$ cat config.mk
export PLATFORM = sky130hd
export DESIGN_NAME = scan_mult_chain
export DESIGN_NICKNAME = d
export VERILOG_FILES = /design/src/rtl/scan_mult_chain.sv
export SDC_FILE = /design/constraint.sdc
export NUM_CORES = 1
export LEC_CHECK = 0
export ABC_CLOCK_PERIOD_IN_PS = 4330
export CORE_UTILIZATION = 25
export DETAILED_ROUTE_END_ITERATION = 8
export PLACE_DENSITY_LB_ADDON = 0.08
export SYNTH_ARGS = -nofsm -noshare
export SYNTH_HDL_FRONTEND = slang
export SYNTH_SLANG_ARGS = --single-unit
$ cat constraint.sdc
create_clock -name clk -period 4.33 [get_ports clk]
set_input_delay 1.0825 -clock clk [delete_from_list [all_inputs] [get_ports clk]]
set_output_delay 1.0825 -clock clk [all_outputs]
set_load 0.05 [all_outputs]
$ cat src/rtl/scan_mult_chain.sv
// scan_mult_chain
//   Multi-channel scan-chain test wrapper around a W x W multiplier.
//   Each channel owns a 2*W-bit chain {a, b}. The chain can shift serially
//   (LSB out first), capture the product a*b in parallel, or hold.
//   One shared shift counter reports when a full chain load is complete.
//
//   Build option: define SCAN_SIGNED_EN to treat a and b as two's-complement
//   operands. The default build (macro undefined) multiplies unsigned.
//
// Ports
//   clk          rising-edge clock
//   rst          synchronous active-high reset
//   scan_en      shift enable (priority over capture_en)
//   capture_en   parallel capture of the products (only when scan_en=0)
//   scan_in      serial input, bit c feeds chain c
//   scan_out     registered serial output, bit c comes from chain c
//   shift_cnt    shifts since the last reset or capture, saturates at 2*W
//   chain_loaded high while shift_cnt == 2*W
module scan_mult_chain #(
  parameter int W      = 4,
  parameter int CHAINS = 1
) (
  input  logic                        clk,
  input  logic                        rst,
  input  logic                        scan_en,
  input  logic                        capture_en,
  input  logic [CHAINS-1:0]           scan_in,
  output logic [CHAINS-1:0]           scan_out,
  output logic [$clog2(2*W+1)-1:0]    shift_cnt,
  output logic                        chain_loaded
);

  localparam int N     = 2 * W;
  localparam int CNT_W = $clog2(N + 1);

  // Full-width product of the two chain halves. Both operands are extended to
  // N bits before multiplying, so the low N bits are the exact product; it
  // never overflows, including the signed corner (-2^(W-1))^2.
  function automatic logic [N-1:0] mult_prod(input logic [N-1:0] v);
`ifdef SCAN_SIGNED_EN
    logic signed [N-1:0] ax;
    logic signed [N-1:0] bx;
    ax = {{W{v[N-1]}}, v[N-1:W]};
    bx = {{W{v[W-1]}}, v[W-1:0]};
`else
    logic [N-1:0] ax;
    logic [N-1:0] bx;
    ax = {{W{1'b0}}, v[N-1:W]};
    bx = {{W{1'b0}}, v[W-1:0]};
`endif
    return N'(ax * bx);
  endfunction

  logic [N-1:0] ch_p0 [CHAINS];
  logic [N-1:0] prod  [CHAINS];

  always_comb begin
    for (int c = 0; c < CHAINS; c++) begin
      prod[c] = mult_prod(ch_p0[c]);
    end
  end

  // Stage p0: chain registers, serial output and the shared shift counter.
  // All channels share control, so a single counter tracks every chain.
  always_ff @(posedge clk) begin
    if (rst) begin
      for (int c = 0; c < CHAINS; c++) begin
        ch_p0[c] <= '0;
      end
      scan_out  <= '0;
      shift_cnt <= '0;
    end else if (scan_en) begin
      for (int c = 0; c < CHAINS; c++) begin
        ch_p0[c]    <= {scan_in[c], ch_p0[c][N-1:1]};
        scan_out[c] <= ch_p0[c][0];
      end
      if (shift_cnt != CNT_W'(N)) begin
        shift_cnt <= shift_cnt + CNT_W'(1);
      end
    end else if (capture_en) begin
      for (int c = 0; c < CHAINS; c++) begin
        ch_p0[c] <= prod[c];
      end
      shift_cnt <= '0;
    end
  end

  assign chain_loaded = (shift_cnt == CNT_W'(N));

endmodule

-- Yosys cells after proc, flatten, opt, wreduce, memory -nomap -nowiden
Memories as Yosys holds them, arrays and structs flattened.
Cells that the tools add are included.
- add/sub/neg operators: 1
- $mul: 1
- eq/ne operators: 3
- multiplexer cells: 16
- reduce and logical (&&, ||, !) cells: 4
- operator list (operator ; count):
    8-bit 2-to-1 mux ; 2
    8-bit OR reduction ; 2
    4-bit 2-to-1 mux ; 3
    1-bit 2-to-1 mux ; 11
    4-bit by 4-bit multiplier with 8-bit output ; 1
    4-bit by 1-bit adder with 4-bit output (second input constant) ; 1
    4-bit equality test (second input constant) ; 1
    4-bit != test (second input constant) ; 1
    2-bit by 1-bit != test with 1-bit output (second input constant) ; 1
    2-bit AND reduction ; 1
    2-bit nonzero test ; 1
- register bits after elaboration: 5
- memory bits (writable): 8
- output and inout port bits: 6
- memories: 1
- memory list (name ; words ; bits a word ; rd ports ; clocked after Yosys merged registers in ; wr ports ; line ; text):
    ch_p0 ; 1 ; 8 ; 1 ; 0 ; 1 ; 54 ; logic [N-1:0] ch_p0 [CHAINS];

-- Logic depth before layout (Yosys ltp)
- word-level depth: 6
- mapped depth: 9
- depth with buffers taken out: 9

-- Worst setup path before layout
OpenSTA, ideal clock, no wires.
- path type: register -> register
- start point: memory ch_p0[0][4] (netlist name)
- end point: memory ch_p0[0][6] (netlist name), data pin
- library setup time: 0.256 ns
- data arrival time: 2.557 ns
- data required time: 4.074 ns
- setup slack: 1.517 ns
- stages on the path, launching flop included: 10
- buffers on the path: 0
- clock period less this slack: 2.813 ns
- cell sequence: edfxtp_1 nand2_1 fa_1 inv_1 fa_1 fa_1 a21o_1 a21oi_2 xnor2_1 a22o_1
- longest elaborated chain between the ends: 3
- ends and longest elaborated chain (element ; line ; text):
    from (decl) ; 54 ;
    memory 1 x 8 bit ; -- ;
    4-bit by 4-bit multiplier with 8-bit output ; 51 ; return N'(ax * bx);
    8-bit 2-to-1 mux (no source line) ; -- ;
Every way passes these cells.

-- Final worst setup path
- start point: memory ch_p0[0][4] (netlist name)
- end point: memory ch_p0[0][7] (netlist name), data pin
Same word-level chain as after synthesis.

==> run summary <==
The run finished with clean final reports. Counting the fill cells in the layout gives 421. The longest individual stage delay on the worst path came out at 0.54 ns.

In this run, the clock network consumes 35.4% of the power. By area the synthesized netlist is led by edfxtp_1, ha_1, dfxtp_1. Synthesis handed over a netlist of 103 instances.

The sequential cell area came out at 340 um^2. Number of nets with antenna violations after detailed routing: 0. Of the cells placed in the final design, the portion with a size suffix greater than 1 is 7.02%. The tools report the critical path startpoint as ch_p0[0][4]. Detailed-route vias per instance: 4.62. Proportion of power drawn by flip-flops and latches: 48.4%.

The post-synthesis area per instance was 10.1 um^2; the overall via count from detail_route was 757. The number of antenna violations at the first check in global routing is 0. The slowest stage of the critical path is the fa_1 cell. The die footprint was 4410 um^2. The tools report the post-cts repair resize count as 0. The predominant post-synthesis flop cell was edfxtp_1. The highest achievable clock rate is 329 MHz, and the count of input and output buffers is 10.

In the post-synthesis netlist, the cell with the most instances is ha_1. The power after layout was 0.304 mW; the required time of the worst setup path was 4.32 ns. In the finished design, the share of the clock period the worst path needs comes to 70.1%.

The number of global-route vias before repair was 762; the count of different cell masters after synthesis was 29. The maximum level of the CTS H-tree is 1. The cell sitting at the root of the clock tree is a clkbuf_8. The overall routing resource usage was 11.1%; the total area of multi-input combinational cells was 663 um^2. Post-synthesis register bit count: 13.

STA classifies the critical path endpoint as a register. The max-slew violation total from the final report came out at 0. Summed over all layers, the global routing overflow is 0. HPWL after detailed placement: 1660 um. Data arrives at the worst endpoint at 3.03 ns. For the worst flop-to-flop path, the logic depth is 9. Area growth from synthesis to layout: 18.7%. The run gives 13 as the sink count of the clock tree. The number of top-level design ports was 11; the starting density of the core was 25.9%. The floorplan step set the die width to 66.4 um.

For this design the total switching power over the nets is 0.0802 mW. The most frequent cell on the critical path was fa_1. The instance area after placement is 1180 um^2, and the number of flops mapped to enable cells by yosys is 8. Worst setup path endpoint: ch_p0[0][7]. Entering global routing, the biggest net connects 18 pins. Setup violations remaining at the end of the flow were counted as 0.

For the number of buffers created by CTS, the log shows 3. Buffers inserted to repair hold after CTS numbered 0. The aggregate negative setup slack was 0 ns.

The tools report the type of element launching the critical path as a register. The detailed-routing iteration count for the pre-antenna-repair pass was 4; the final wirelength was 2110 um. Row generation in the floorplan step produced 23 rows. Of all nets on the critical path, the largest fanout is 5. By count the netlist is led by ha_1, nor2_1, and2_1. For the net count of the mapped netlist, the log shows 126.

The latest clock arrival within the worst-skew pair was 0.24 ns; the number of diodes added for antenna fixing was 0. In the synthesized netlist the async set-or-reset flop fraction comes to 0%. The endpoint of the worst-slack reg-to-reg timing path was ch_p0[0][7]. The run gives 0.223 mW as the internal power consumption. The worst-case IR drop observed on VDD is 0.119 mV.

Dividing total power by cell area gives a power density of 247 nW/um^2. The clock-pin slew reported for the worst setup and hold paths after clock tree synthesis is 0.06 ns, and the number of synthesis warnings is 0. For this run, the register share of the synthesized area comes to 32.9%.

The hold violation count in the final report was 0; the fraction of synthesized cell area taken by the top area cell type was 23.2%. At the pin with the least slew margin, the transition time is 0.574 ns. Clock period minus worst slack: 3.04 ns. Traced cell by cell, the critical path runs through nand2_1, fa_1, inv_1, fa_1, ha_1, a211oi_2, o31ai_2, xor2_1, a22o_1. At the end of routability-driven placement, the weighted congestion stood at 0.732. In this run switching power makes up 26.4% of total power. Between clock sinks in the finished design, the worst skew comes to 0.00229 ns.

For flop-to-flop paths, the worst setup slack is 1.29 ns. The average routed wire per standard cell works out to 12.8 um. The number of buffers inserted by post-CTS setup repair was 0. The largest area contributor in the synthesized netlist was edfxtp_1. The category of the critical setup timing path is register to register. Setup repair after global routing left no endpoint under its margin.

Total DRC errors in the routed layout: 0. Across the run, the number of max-cap violations was 0. For this design the static power due to leakage is 0.581 nW. Core area: 4000 um^2. The net count of the finished layout is 138.

The violation count after the first detailed-route iteration came out at 29. The deepest clock path buffer count was 2. TritonCTS built the clock tree.

In this run, the combinational gates consume 16.2% of the power. Type of the tightest min-delay check: register to register. The start of the worst register-to-register path is ch_p0[0][4]. The logs give 1230 um^2 for the post-route cell area and 61.6% for the tightest slew margin relative to the limit. The tools report the wire length of the first global-routing pass as 3630 um. For the post-synthesis cell area, the log shows 1040 um^2. The height of the die came out at 66.4 um.
[worst max-delay path, delay by kind of cell, from the launching register on]
| family | cells | cell delay (ns) |
|---|---|---|
| adders and majority gates | 3 | 1.40 |
| AOI/OAI and AO/OA | 3 | 0.65 |
| DFF | 1 | 0.42 |
| buffers and inverters | 1 | 0.06 |
| and+or+nand+nor | 1 | 0.10 |
| xor gates and xnor gates | 1 | 0.16 |
[placed cells by master, fill, tap and decap left out, types with 3 or more instances in the layout]
cell type         n
inv_1             5
fa_1              4
edfxtp_1          8
a21oi_1           4
ha_1             14
and2_1           12
xor2_1            4
a22oi_1           5
a22o_1            3
nor2_1           13
nand2_1           4
dfxtp_1           5
clkbuf_8          3
clkdlybuf4s50_1  10
[worst min-delay path by stage]
| stage | cells after the start | slack (ns) | from | endpoint |
|---|---|---|---|---|
| after detailed placement | 2 | 0.49 | scan_out | scan_out |
| after global placement | 2 | 0.48 | scan_out | scan_out |
| after global routing | 2 | 0.54 | scan_out | scan_out |
| after CTS | 2 | 0.51 | scan_out | scan_out |
| after floorplan | 2 | 0.53 | ch_p0[0][0] | scan_out |
| final | 2 | 0.51 | scan_out | scan_out |
[power by group through the flow]
stage / sequential, mW / clock, mW / combinational (mW)
3_5_place_dp: 0.150 / 0 / 0.0493
2_1_floorplan: 0.154 / 0 / 0.0278
5_1_grt: 0.148 / 0.117 / 0.0548
3_3_place_gp: 0.150 / 0 / 0.0496
4_1_cts: 0.147 / 0.113 / 0.0496
6_report: 0.147 / 0.107 / 0.0490
[logic make-up (layout without fill, tap and decap cells)]
family	after synthesis	count (layout)	share of synthesized area (%)
buffers and inverters	8	19	3.14
and+or+nand+nor	38	38	19.2
AOI/OAI and AO/OA	19	19	14.0
DFF	13	13	32.9
xor gates and xnor gates	5	5	4.23
muxes	2	2	1.93
adders and majority gates	18	18	24.6
[state kept, by name, indices dropped and copies added (netlist names)]
| name | cells |
|---|---|
| scan_out | 1 |
| shift_cnt | 4 |
| ch_p0 | 8 |
[stage by stage]
| stage | cells | util [%] | hold WS [ns] | setup slack [ns] |
|---|---|---|---|---|
| 6_report | 164 | 30.7 | 0.507 | 1.29 |
| 2_1_floorplan | 103 | - | 0.528 | 1.52 |
| 3_3_place_gp | 160 | 29.6 | 0.477 | 1.30 |
| 3_5_place_dp | 160 | 29.6 | 0.487 | 1.29 |
| 4_1_cts | 164 | 30.7 | 0.509 | 1.26 |
| 5_1_grt | 164 | 30.7 | 0.539 | 1.13 |
[per-layer routing]
metal,GRT usage (%),up-vias,wire [um]
met2,17.7,12,989
met1,14.6,360,1050
met3,3.62,2,58
li1,-,383,-
met4,1.60,0,6
met5,0,-,0
[layout make-up]
class                      instances  area share [%]
clock buffer                       4            3.66
inverter                           5            1.53
multi-input combinational         82            53.9
sequential                        13            27.7
tap                               50            5.09
timing repair buffer              10            8.14
Note: power is estimated with default switching activity, not from simulation.
